==> src/rtl/ps2_key_decoder.sv <==
// PS/2 Set-2 scancode receiver: pin sync + clock filter, frame FSM with timeout, E0/F0/E1 prefix tracking.
// Optional PS2_PARITY_CHECK_EN: when defined, a bad odd-parity bit discards the frame.
module ps2_key_decoder #(
  parameter int FILTER_LEN     = 8,
  parameter int TIMEOUT_CYCLES = 52000
) (
  input  logic        clk_sys,
  input  logic        reset,
  input  logic        ps2_clk,
  input  logic        ps2_data,
  output logic [10:0] ps2_key,
  output logic        key_strobe,
  output logic        frame_err
);

  localparam int TW = $clog2(TIMEOUT_CYCLES + 1);
  localparam logic [TW-1:0] TO_LAST  = TW'(TIMEOUT_CYCLES - 1);
  localparam logic [TW-1:0] TO_ONE   = TW'(1);
  localparam logic [7:0]    FLT_LAST = 8'(FILTER_LEN - 1);

  localparam logic [1:0] S_IDLE   = 2'd0;
  localparam logic [1:0] S_DATA   = 2'd1;
  localparam logic [1:0] S_PARITY = 2'd2;
  localparam logic [1:0] S_STOP   = 2'd3;

  logic          clk_s1, clk_s2, data_s1, data_s2;
  logic          clk_f, clk_f_d, fall;
  logic [7:0]    flt_cnt;
  logic [1:0]    state;
  logic [2:0]    bit_cnt;
  logic [7:0]    shift;
  logic [7:0]    byte_q;
  logic          byte_valid;
  logic [TW-1:0] tcnt;
  logic          frame_ok;
  logic          ext, rel;
  logic [2:0]    skip;

  // Synchronisers and clock glitch filter; the idle bus level is 1.
  always_ff @(posedge clk_sys) begin
    if (reset) begin
      clk_s1  <= 1'b1;
      clk_s2  <= 1'b1;
      data_s1 <= 1'b1;
      data_s2 <= 1'b1;
      clk_f   <= 1'b1;
      clk_f_d <= 1'b1;
      flt_cnt <= '0;
      fall    <= 1'b0;
    end else begin
      clk_s1  <= ps2_clk;
      clk_s2  <= clk_s1;
      data_s1 <= ps2_data;
      data_s2 <= data_s1;
      clk_f_d <= clk_f;
      fall    <= clk_f_d & ~clk_f;
      if (clk_s2 == clk_f) begin
        flt_cnt <= '0;
      end else if (flt_cnt == FLT_LAST) begin
        clk_f   <= clk_s2;
        flt_cnt <= '0;
      end else begin
        flt_cnt <= flt_cnt + 8'd1;
      end
    end
  end

`ifdef PS2_PARITY_CHECK_EN
  logic par_bit;
  always_ff @(posedge clk_sys) begin
    if (reset)
      par_bit <= 1'b0;
    else if (fall && state == S_PARITY)
      par_bit <= data_s2;
  end
  assign frame_ok = data_s2 & (^{shift, par_bit});
`else
  assign frame_ok = data_s2;
`endif

  // Frame FSM; a fall in the timeout terminal cycle wins over the timeout.
  always_ff @(posedge clk_sys) begin
    frame_err  <= 1'b0;
    byte_valid <= 1'b0;
    if (reset) begin
      state   <= S_IDLE;
      bit_cnt <= '0;
      shift   <= '0;
      byte_q  <= '0;
      tcnt    <= '0;
    end else if (fall) begin
      tcnt <= '0;
      case (state)
        S_IDLE: begin
          if (!data_s2) begin
            state   <= S_DATA;
            bit_cnt <= '0;
          end
        end
        S_DATA: begin
          shift   <= {data_s2, shift[7:1]};
          bit_cnt <= bit_cnt + 3'd1;
          if (bit_cnt == 3'd7) state <= S_PARITY;
        end
        S_PARITY: state <= S_STOP;
        S_STOP: begin
          state <= S_IDLE;
          if (frame_ok) begin
            byte_q     <= shift;
            byte_valid <= 1'b1;
          end else begin
            frame_err <= 1'b1;
          end
        end
        default: state <= S_IDLE;
      endcase
    end else if (state != S_IDLE) begin
      if (tcnt == TO_LAST) begin
        state     <= S_IDLE;
        tcnt      <= '0;
        frame_err <= 1'b1;
      end else begin
        tcnt <= tcnt + TO_ONE;
      end
    end else begin
      tcnt <= '0;
    end
  end

  // Byte handling: Pause skip first, then prefixes, then housekeeping bytes, then key events.
  always_ff @(posedge clk_sys) begin
    key_strobe <= 1'b0;
    if (reset) begin
      ps2_key <= '0;
      ext     <= 1'b0;
      rel     <= 1'b0;
      skip    <= '0;
    end else if (byte_valid) begin
      if (skip != 3'd0) begin
        skip <= skip - 3'd1;
      end else begin
        case (byte_q)
          8'hE1: begin
            skip <= 3'd7;
            ext  <= 1'b0;
            rel  <= 1'b0;
          end
          8'hE0: ext <= 1'b1;
          8'hF0: rel <= 1'b1;
          8'hFA, 8'hAA, 8'hEE, 8'hFE, 8'h00, 8'hFF: begin
            ext <= 1'b0;
            rel <= 1'b0;
          end
          default: begin
            ps2_key    <= {~ps2_key[10], ~rel, ext, byte_q};
            key_strobe <= 1'b1;
            ext        <= 1'b0;
            rel        <= 1'b0;
          end
        endcase
      end
    end
  end

endmodule

==> config.mk <==
export PLATFORM = sky130hd
export DESIGN_NAME = ps2_key_decoder
export DESIGN_NICKNAME = d
export VERILOG_FILES = /design/src/rtl/ps2_key_decoder.sv
export SDC_FILE = /design/constraint.sdc
export NUM_CORES = 1
export LEC_CHECK = 0
export CAP_MARGIN = 5
export CORE_ASPECT_RATIO = 1.5
export CORE_MARGIN = 5
export CORE_UTILIZATION = 40
export DETAILED_ROUTE_END_ITERATION = 10
export SKIP_CTS_REPAIR_TIMING = 1
export SLEW_MARGIN = 20
export SYNTH_ARGS = -nofsm -noshare
export SYNTH_HDL_FRONTEND = slang
export SYNTH_SLANG_ARGS = --single-unit
export TNS_END_PERCENT = 100
==> constraint.sdc <==
create_clock -name clk_sys -period 3.75 [get_ports clk_sys]
set_input_delay 0.9375 -clock clk_sys [delete_from_list [all_inputs] [get_ports clk_sys]]
set_output_delay 0.9375 -clock clk_sys [all_outputs]
set_load 0.005 [all_outputs]
======== Yosys cells after proc, flatten, opt, wreduce, memory -nomap -nowiden ========
Cells that the tools add are included.
cells by class
  multipliers ............................. 0
  order comparisons ....................... 0
  $add $sub $neg .......................... 4
  shift-type cells ........................ 0
  multiplexer cells ....................... 19
  equality and inequality tests ........... 18
  bitwise gates (word level) .............. 13
  div/mod/pow operators ................... 0
  reductions and logical operators ........ 22
operators by type and width
  operator               number
  $eq 8x8->1 const B     8
  $add 16x1->16 const B  1
  $eq 16x16->1 const B   1
  $reduce_and 3->1       5
  $not 1->1              12
  $mux 2                 5
  $reduce_bool 2->1      5
  $mux 3                 3
  $reduce_or 3->1        3
  $reduce_or 9->1        1
  $add 8x1->8 const B    1
  $eq 8x3->1 const B     1
  $logic_not 8->1        1
  $pmux 2 s4             1
  $mux 1                 7
  $ne 3x3->1 const B     2
  $pmux 3 s2             1
  $reduce_and 2->1       3
  $eq 2x2->1 const B     2
  $pmux 1 s2             2
  $reduce_and 4->1       1
  $reduce_or 4->1        1
  $add 3x1->3 const B    1
  $eq 3x3->1 const B     1
  7 further kinds        7
storage, ports and cells
  bits in latches ......................... 0
  output and inout port bits .............. 13
  memory bits (writable) .................. 0
  bits in read-only memories .............. 0
  memories kept ........................... 0
  flip-flop bits (word level) ............. 71
  logic and storage cells ................. 96

======== Logic depth before layout (Yosys ltp) ========
Gate-level depths: netlist of the first run.
  depth after elaboration ................. 4
  mapped depth ............................ 7
  depth with buffers taken out ............ 6

======== Least setup slack after synthesis of the first run ========
Ideal clock, no wire load.
  kind .................................... input to register
  start ................................... input port reset
  end ..................................... register tcnt[10]
  setup slack ............................. 1,703 ps
  stages .................................. 5
  setup time .............................. 64 ps
  data arrival time ....................... 1,983 ps
  cells stage by stage .................... clkbuf_1 > or4_1 > clkbuf_1 > buf_2 > nor2_1
on the way
  longest elaborated chain between the ends .. 1
RTL lines
  what                              line  source
  start, declared                   8     input logic reset,
  $reduce_or 4->1 (no source line)  --
  end signal, assigned              123   tcnt <= tcnt + TO_ONE;
  end, declared                     34    logic [TW-1:0] tcnt;
Every way passes these cells.
A chain may end at the register's enable or synchronous reset.

======== Final worst setup path of the first run ========
  start ................................... register ps2_key[2]
  end ..................................... output port ps2_key[2]
RTL lines
  what                    line  source
  start, declared         11    output logic [10:0] ps2_key,
  start signal, assigned  155   ps2_key <= {~ps2_key[10], ~rel, ext, byte_q};
No word-level cell between the ends.

==> impl_metrics.py, run 1 <==
metrics = {
    "run_status": {
        "status": "finished, final reports clean",
    },
    "global_routing": {
        "grt_overflow_total": 0,
        "grt_util_met1_pct": 13.80,
        "gr-usage-met2_pct": 22.29,
        "antenna_found_initial": 0,
        "grt_pass1_wl_mm": 9.259,
        "grt_pass1_vias": 2084,
        "grtUsageTotal_pct": 12.53,
        "grt_max_degree": 37,
        "grt-busiest-layer": "met2",
        "grtUsageMet3_pct": 3.110,
    },
    "yosys": {
        "yosysSeqAreaShare_pct": 47.45,
        "syn_area_um2": 2995,
        "synth_seq_cells": 71,
        "synth_edf_count": 0,
        "ys_warn_count": 0,
        "syn_nets": 354,
        "yosysUniqueCellTypes": 41,
        "synth_area_leaders": "dfxtp_1 47%, nand2_1 6.9%, nor2_1 4.3%, a21oi_1 4.0%, ha_1 3.8%",
        "synthFlopType": "dfxtp_1",
        "avgSynthCellArea_um2": 8.784,
        "synth_top_area_cell": "dfxtp_1",
        "netlist_instances": 341,
        "synth_top_area_share_pct": 47.45,
        "async_flop_share_pct": 0,
    },
    "floorplanning": {
        "pin_count": 17,
        "die-area_um2": 9355,
        "start_util_pct": 41.18,
        "dieHeight_um": 116.0,
        "num_rows": 38,
        "coreArea_um2": 7274,
        "die_w_um": 80.66,
    },
    "routing": {
        "wl_mm": 5.283,
        "route.detailed.drc": 0,
        "ant_nets": 0,
        "first_iter_violations": 109,
        "dr_total_vias": 2266,
        "wire_per_inst_um": 11.48,
        "dr.pass1.iters": 4,
        "avgViaCountPerCell": 4.926,
    },
    "sta": {
        "hold_violations": 0,
        "fin_crit_ns": 2.131,
        "tightest_slew_ns": 0.6037,
        "final.setup.tns_ns": 0,
        "clock_skew_ns": 0.008319,
        "fin_crit_sh_pct": 56.83,
        "rsz0062_at_grt": "no",
        "maxSlewHeadroom_pct": 59.70,
        "drv_slew": 0,
        "fmax_mhz": 469.2,
        "finalSetupViolCount": 0,
    },
    "pwr": {
        "power.net_switching_mw": 0.3122,
        "seq_power_share_pct": 50.9,
        "finalPower_mw": 1.498,
        "ir_worst_vdd_mv": 0.2130,
        "p_comb_share_pct": 3.0,
        "internal-power_mw": 1.185,
        "power_frac_clock_pct": 46.1,
        "swShare_pct": 20.85,
        "powerDensity_nw_per_um2": 432.8,
        "p_leak_nw": 1.185,
    },
    "place": {
        "hpwl_mm": 3.732,
        "gp_congestion": 0.7358,
        "placedCellCount": 444,
        "dpl_cell_area_um2": 3229,
        "io_buffers": 16,
    },
    "clock_tree": {
        "clkTransAtPathRegs_ns": 0.08,
        "clkLatencyLatePin_ns": 0.34,
        "cts_tree": "done",
        "cts_root_buf": "clkbuf_8",
        "clkSinkCount": 71,
        "clockBufferDepth": 2,
        "cts_htree_levels": 3,
        "cts_buffers": 9,
    },
    "finish": {
        "area.growth.synth_to_final_pct": 15.54,
        "fin_nets": 368,
        "final_layout_size_suffix_gt1_share_pct": 9.722,
        "fillCellCount": 712,
        "ff_latch_area_um2": 1421,
        "multi_input_comb_area_um2": 1466,
        "finalInstanceArea_um2": 3461,
        "n_antenna_cell": 0,
        "final_cells": 460,
    },
    "setup_path": {
        "critPathMaxFanout": 2,
        "arrival_ns": 1.19,
        "crit_buf_inv": 1,
        "crit_type": "reg -> out",
        "cp-end-kind": "primary output",
        "max_stage_delay_ns": 0.51,
        "crit_family": "buffers and inverters",
        "crit_chain": "clkdlybuf4s50_1",
        "cp_slowest_cell": "clkdlybuf4s50_1",
        "start_kind": "flop",
        "critical_path_required_ns": 2.81,
    },
    "hold_path": {
        "hp-class": "reg -> reg",
    },
    "job": {
        "max_cap_violations": 0,
    },
}
[power by group through the flow]
stage	logic (mW)	clock network (mW)	registers, mW
2_1_floorplan	0.0345	0	0.779
3_3_place_gp	0.0449	0	0.780
3_5_place_dp	0.0459	0	0.780
4_1_cts	0.0460	0.710	0.762
5_1_grt	0.0510	0.744	0.763
6_report	0.0448	0.690	0.763
[synthesized netlist by cell type, drive strengths merged, types with 2 or more instances]
master  count
a211o       2
a21oi      24
and2        4
and3        3
and4        4
buf         3
clkbuf     12
dfxtp      71
ha          9
inv        11
mux2        4
mux2i      11
nand2      55
nand3      21
nand3b      2
nand4       2
nor2       34
nor2b       8
nor3        4
nor4        5
nor4bb      3
o21ai       6
o221a       2
or2         6
or3         5
or4         3
xnor2      11
xor2        8
[placed cells by master, fill, tap and decap left out, drive strengths merged, types with 5 or more instances in the layout]
| master | instances |
|---|---|
| dfxtp | 71 |
| or2 | 6 |
| nand3 | 21 |
| xor2 | 8 |
| clkdlybuf4s50 | 16 |
| clkbuf | 11 |
| ha | 9 |
| nor4 | 5 |
| inv | 11 |
| nor2 | 34 |
| a21oi | 24 |
| nand2 | 55 |
| o21ai | 6 |
| nor2b | 8 |
| xnor2 | 11 |
| mux2i | 11 |
| or3 | 5 |
[state kept, by name (all words and copies together), names as in the netlist]
register	flops
clk_s2	1
byte_q	8
shift	8
byte_valid	1
bit_cnt	3
clk_s1	1
key_strobe	1
clk_f	1
tcnt	16
data_s1	1
fall	1
clk_f_d	1
ps2_key	11
data_s2	1
ext	1
frame_err	1
skip	3
flt_cnt	8
state	2
rel	1
[cell families (layout without fill, tap and decap cells)]
| kind of cell | after synthesis | count (layout) | synth area share, % |
|---|---|---|---|
| multiplexers | 15 | 15 | 5.180 |
| AO/OA/AOI/OAI | 39 | 39 | 7.645 |
| flip-flops | 71 | 71 | 47.45 |
| AND/OR/NAND/NOR | 162 | 162 | 26.82 |
| adder cells (fa/ha/maj) | 9 | 9 | 3.759 |
| buffers and inverters | 26 | 45 | 3.592 |
| XOR/XNOR | 19 | 19 | 5.556 |
[metrics by stage]
step           hold slack, ns  setup slack, ns  utilization [%]
6_report               0.4023            1.619            47.57
5_1_grt                0.4172            1.480            47.57
4_1_cts                0.4017            1.589            47.57
3_5_place_dp           0.3954            1.236            44.39
3_3_place_gp           0.3930            1.262            44.39
2_1_floorplan          0.3895            1.703                -
[layout make-up]
| cell class | count | share of cell area (%) |
|---|---|---|
| Clock buffer | 11 | 4.375 |
| Clock inverter | 5 | 2.314 |
| Inverter | 11 | 1.193 |
| Multi-Input combinational cell | 244 | 42.37 |
| Sequential cell | 71 | 41.07 |
| Tap cell | 100 | 3.615 |
| Timing Repair Buffer | 18 | 5.061 |
[per-layer routing]
metal  vias up  share of wire (%)
li1       1174                  -
met1      1050                 43
met2        34                 52
met3         8                3.9
met4         0                1.7
met5         -                  0
[worst paths after layout]
check | cells after the start | startpoint | end | slack, ns
min | 2 | clk_f_d | fall | 0.40
max | 1 | ps2_key[2] | ps2_key[2] | 1.62
max reg2reg | 6 | state[1] | state[1] | 1.67
min reg2reg | 2 | clk_f_d | fall | 0.40
Power figures use the tool's default switching activity.
==> run 2: changes to the inputs <==
==> constraint.sdc (replaced) <==
create_clock -name clk_sys -period 2 [get_ports clk_sys]
set_input_delay 0.5 -clock clk_sys [delete_from_list [all_inputs] [get_ports clk_sys]]
set_output_delay 0.5 -clock clk_sys [all_outputs]
set_load 0.005 [all_outputs]
==> impl_metrics.py, run 2 (synthesized netlist as in run 1, its figures left out) <==
metrics = {
    "floorplanning": {
        "coreArea_um2": 7274,
        "dieHeight_um": 116.0,
        "start_util_pct": 41.18,
        "pin_count": 17,
        "die-area_um2": 9355,
        "num_rows": 38,
        "die_w_um": 80.66,
    },
    "setup_path": {
        "critPathMaxFanout": 16,
        "crit_type": "reg -> reg",
        "cp-end-kind": "flop",
        "critical_path_required_ns": 2.28,
        "r2r_cells": 6,
        "start_kind": "flop",
        "arrival_ns": 2.12,
    },
    "sta": {
        "final.setup.tns_ns": 0,
        "finalSetupViolCount": 0,
        "fin_crit_ns": 1.843,
        "rsz0062_at_grt": "no",
        "fmax_mhz": 542.7,
        "tightest_slew_ns": 0.3844,
        "hold_violations": 0,
        "fin_crit_sh_pct": 92.13,
        "maxSlewHeadroom_pct": 74.11,
        "drv_slew": 0,
        "clock_skew_ns": 0.008899,
    },
    "finish": {
        "final_util_pct": 48.40,
        "mostFrequentLayoutCells": "71 x dfxtp_1, 55 x nand2_1, 34 x nor2_1, 24 x a21oi_1, 20 x nand3_1",
        "layout_commonest_cell": "dfxtp_1",
        "reg.largest.list": "tcnt: 16 flops, ps2_key: 11 flops",
        "largest_reg_flops": 16,
        "n_antenna_cell": 0,
        "finalInstanceArea_um2": 3521,
        "fin_nets": 376,
        "largest-register": "tcnt",
        "final_layout_size_suffix_gt1_share_pct": 11.41,
        "area.growth.synth_to_final_pct": 17.54,
    },
    "global_routing": {
        "grt_overflow_total": 0,
        "grt_max_degree": 31,
        "grt-busiest-layer": "met2",
        "grtUsageMet3_pct": 4.743,
        "grt_pass1_wl_mm": 9.535,
        "grt_util_met1_pct": 14.22,
        "gr-usage-met2_pct": 22.84,
        "antenna_found_initial": 0,
        "grtUsageTotal_pct": 13.15,
        "grt_pass1_vias": 2127,
    },
    "clock_tree": {
        "cts_buffers": 9,
        "cts_htree_levels": 3,
        "cts_tree": "done",
        "clkLatencyLatePin_ns": 0.34,
        "clockBufferDepth": 2,
        "clkSinkCount": 71,
        "cts_root_buf": "clkbuf_8",
        "clkTransAtPathRegs_ns": 0.07,
    },
    "place": {
        "dpl_cell_area_um2": 3289,
        "gp_congestion": 0.7650,
        "hpwl_mm": 3.876,
        "io_buffers": 16,
    },
    "routing": {
        "wire_per_inst_um": 11.37,
        "wl_mm": 5.320,
        "dr_total_vias": 2252,
        "route.detailed.drc": 0,
        "dr.pass1.iters": 4,
        "ant_nets": 0,
        "avgViaCountPerCell": 4.812,
        "first_iter_violations": 108,
    },
    "pwr": {
        "p_leak_nw": 1.224,
        "ir_worst_vdd_mv": 0.5066,
        "powerDensity_nw_per_um2": 800.3,
        "finalPower_mw": 2.818,
    },
    "job": {
        "max_cap_violations": 0,
    },
    "run_status": {
        "status": "finished, final reports clean",
    },
    "hold_path": {
        "hp-class": "reg -> reg",
        "holdPathStages": 1,
    },
}
==> run 2: cell types whose count changed in the layout (fill, tap and decap cells not counted), sizes merged <==
cell | before | now
clkbuf | 11 | 12
buf | 2 | 10
clkinv | 1 | 0
inv | 11 | 12
clkinvlp | 2 | 1
==> run 2: cell type report <==
type                            instances  area, um^2
Inverter                               11       41.29
Sequential cell                        71        1421
Timing Repair Buffer                   26       235.2
Clock buffer                           12       155.1
Multi-Input combinational cell        244        1466
Tap cell                              100       125.1
Fill cell                             690        3754
Clock inverter                          4       76.32
==> run 2: worst max-delay path, cell delays in order (launching register included) <==
cell and delay [ns]:
dfxtp_1 0.33, ha_1 0.25, and4_2 0.26, and4_1 0.19, or4_1 0.42, buf_4 0.21
a21oi_1 0.12
==> run 2: power breakdown <==
part	total [mW]	internal [mW]	leakage, nW	switching [mW]
registers	1.43	1.42	0.573	0.00685
clock network	1.30	0.775	0.113	0.522
logic	0.0904	0.0373	0.538	0.0531
==> run 2: path summary, 6_finish.rpt <==
path              startpoint       end  slack (ns)
setup / recovery     tcnt[0]  tcnt[15]        0.16
hold / removal       data_s1   data_s2        0.41
setup reg to reg     tcnt[0]  tcnt[15]        0.16
hold reg to reg      data_s1   data_s2        0.41
==> run 2: layer usage <==
| metal | routed length (um) | vias to the layer above | part of all wire, % |
|---|---|---|---|
| met5 | 0 | - | 0 |
| met4 | 92 | 0 | 1.7 |
| met3 | 164 | 8 | 3.1 |
| met2 | 2761 | 21 | 52 |
| met1 | 2301 | 1027 | 43 |
| li1 | - | 1196 | - |
==> run 2: per-stage QoR <==
step	setup slack (ns)	hold WS, ns	instances
2_1_floorplan	0.1875	0.3895	341
3_3_place_gp	0.1467	0.3947	452
3_5_place_dp	0.1424	0.3968	452
4_1_cts	0.1452	0.4147	468
5_1_grt	0.08011	0.4283	468
6_report	0.1575	0.4136	468
==> run 3: changes to the inputs <==
--- a/config.mk
+++ b/config.mk
@@ -5,11 +5,13 @@
 export SDC_FILE = /design/constraint.sdc
 export NUM_CORES = 1
 export LEC_CHECK = 0
-export CAP_MARGIN = 5
+export CAP_MARGIN = 20
 export CORE_ASPECT_RATIO = 1.5
 export CORE_MARGIN = 5
 export CORE_UTILIZATION = 40
 export DETAILED_ROUTE_END_ITERATION = 10
+export GPL_TIMING_DRIVEN = 0
+export SETUP_SLACK_MARGIN = 0.2
 export SKIP_CTS_REPAIR_TIMING = 1
 export SLEW_MARGIN = 20
 export SYNTH_ARGS = -nofsm -noshare
==> impl_metrics.py, run 3 (synthesized netlist as in run 1, its figures left out) <==
metrics = {
    "sta": {
        "hold_violations": 0,
        "finalSetupViolCount": 0,
        "clock_skew_ns": 0.007290,
        "fin_crit_ns": 1.763,
        "maxSlewHeadroom_pct": 69.48,
        "fin_crit_sh_pct": 88.14,
        "setup_ws_ns": 0.2373,
        "tightest_slew_ns": 0.4579,
        "hold_ws_ns": 0.4097,
        "drv_slew": 0,
        "rsz0062_at_grt": "yes",
        "fmax_mhz": 567.3,
    },
    "clock_tree": {
        "clkLatencyLatePin_ns": 0.35,
        "clockBufferDepth": 2,
        "cts_htree_levels": 3,
        "cts_tree": "done",
        "cts_buffers": 9,
        "clkSinkCount": 71,
        "clkTransAtPathRegs_ns": 0.07,
        "cts_root_buf": "clkbuf_8",
    },
    "setup_path": {
        "worstReg2RegEnd": "tcnt[10]",
        "cp-end-kind": "flop",
        "endpoint": "tcnt[10]",
        "critPathMaxFanout": 8,
        "arrival_ns": 2.05,
        "critical_path_required_ns": 2.29,
        "crit_cells": 7,
        "max_stage_delay_ns": 0.42,
        "crit_family": "simple AND/OR/NAND/NOR gates",
        "crit_buf_inv": 2,
        "r2r_start": "tcnt[0]",
        "crit_chain": "ha_4, and4_2, and4_4, or4_4, buf_8, clkbuf_16, nor2_1",
        "r2r_cells": 7,
        "crit_type": "reg -> reg",
        "reg2reg_slack_ns": 0.24,
        "cp_slowest_cell": "or4_4",
        "start_kind": "flop",
        "crit_start": "tcnt[0]",
    },
    "global_routing": {
        "grt_max_degree": 11,
        "grt_pass1_wl_mm": 9.929,
        "grt_pass1_vias": 2281,
        "grt_overflow_total": 0,
        "grtUsageTotal_pct": 13.64,
        "antenna_found_initial": 0,
    },
    "pwr": {
        "p_comb_share_pct": 4.7,
        "powerDensity_nw_per_um2": 717.8,
        "seq_power_share_pct": 55.6,
        "internal-power_mw": 2.002,
        "p_leak_nw": 1.231,
        "power.net_switching_mw": 0.5714,
        "ir_worst_vdd_mv": 0.5282,
        "swShare_pct": 22.20,
        "power_frac_clock_pct": 39.7,
    },
    "routing": {
        "ant_nets": 0,
        "route.detailed.drc": 0,
        "dr.pass1.iters": 4,
        "first_iter_violations": 121,
        "wire_per_inst_um": 11.88,
        "wl_mm": 5.677,
        "avgViaCountPerCell": 4.927,
        "dr_total_vias": 2355,
    },
    "floorplanning": {
        "pin_count": 17,
        "die_w_um": 80.66,
        "die-area_um2": 9355,
        "start_util_pct": 41.18,
        "num_rows": 38,
        "dieHeight_um": 116.0,
        "coreArea_um2": 7274,
    },
    "hold_path": {
        "hold_start": "clk_f_d",
        "hp-class": "reg -> reg",
    },
    "finish": {
        "largest_reg_flops": 16,
        "fin_nets": 386,
        "final_layout_size_suffix_gt1_share_pct": 14.81,
        "largest-register": "tcnt",
        "reg.largest.list": "tcnt: 16 flops, ps2_key: 11 flops",
        "area.growth.synth_to_final_pct": 19.72,
        "n_antenna_cell": 0,
        "mostFrequentLayoutCells": "66 x dfxtp_1, 55 x nand2_1, 29 x nor2_1, 24 x a21oi_1, 19 x nand3_1",
        "layout_commonest_cell": "dfxtp_1",
    },
    "place": {
        "io_buffers": 15,
        "gp_congestion": 0.7688,
        "post-place-ws_ns": 0.01577,
        "hpwl_mm": 3.832,
    },
    "job": {
        "max_cap_violations": 0,
    },
    "run_status": {
        "status": "finished, final reports clean",
    },
}
run 3: metal layers:
| metal | vias up | GRT usage, % | wire, um |
|---|---|---|---|
| met3 | 12 | 3.966 | 194 |
| met4 | 0 | 8.005 | 159 |
| met1 | 1095 | 15.61 | 2525 |
| met2 | 36 | 22.40 | 2797 |
| li1 | 1212 | - | - |
| met5 | - | 0 | 0 |
run 3: cell type report:
type	instances	area (um^2)
fillers	700	3689
multi-input cells	244	1515
flip-flops and latches	71	1430
repair buffers	21	212.7
clock buffers	16	170.2
well taps	100	125.1
plain buffers	15	91.34
inverters	11	41.29
run 3: worst reg2reg max path, stage by stage (launching register included):
cell	delay, ns
dfxtp_4	0.36
ha_4	0.15
and4_2	0.23
and4_4	0.15
or4_4	0.42
buf_8	0.15
clkbuf_16	0.15
nor2_1	0.09
run 3: worst min path at each step:
stage                    to  slack, ns  depth (start not counted)
global route        data_s2       0.43                          1
detailed placement   clk_s2       0.40                          1
CTS                  clk_s2       0.41                          1
global placement    data_s2       0.39                          1
floorplan            clk_s2       0.39                          1
finish                 fall       0.41                          2
run 3: power groups by stage:
stage | clock network (mW) | registers [mW] | logic (mW)
after floorplan | 0 | 1.46 | 0.0651
after global placement | 0 | 1.46 | 0.0862
after detailed placement | 0 | 1.46 | 0.0869
after CTS | 1.06 | 1.43 | 0.0872
after global routing | 1.12 | 1.43 | 0.133
final | 1.02 | 1.43 | 0.120
run 3: through the flow:
stage | total power [mW] | setup TNS (ns) | utilization [%] | area, um^2 | instances
6_report | 2.574 | 0 | 49.29 | 3586 | 478
5_1_grt | 2.689 | 0 | 49.29 | 3586 | 478
4_1_cts | 2.576 | -0.004925 | 47.32 | 3442 | 472
3_5_place_dp | 1.550 | 0 | 44.98 | 3272 | 456
3_3_place_gp | 1.549 | 0 | 44.98 | 3272 | 456
2_1_floorplan | 1.526 | 0 | - | 2997 | 341
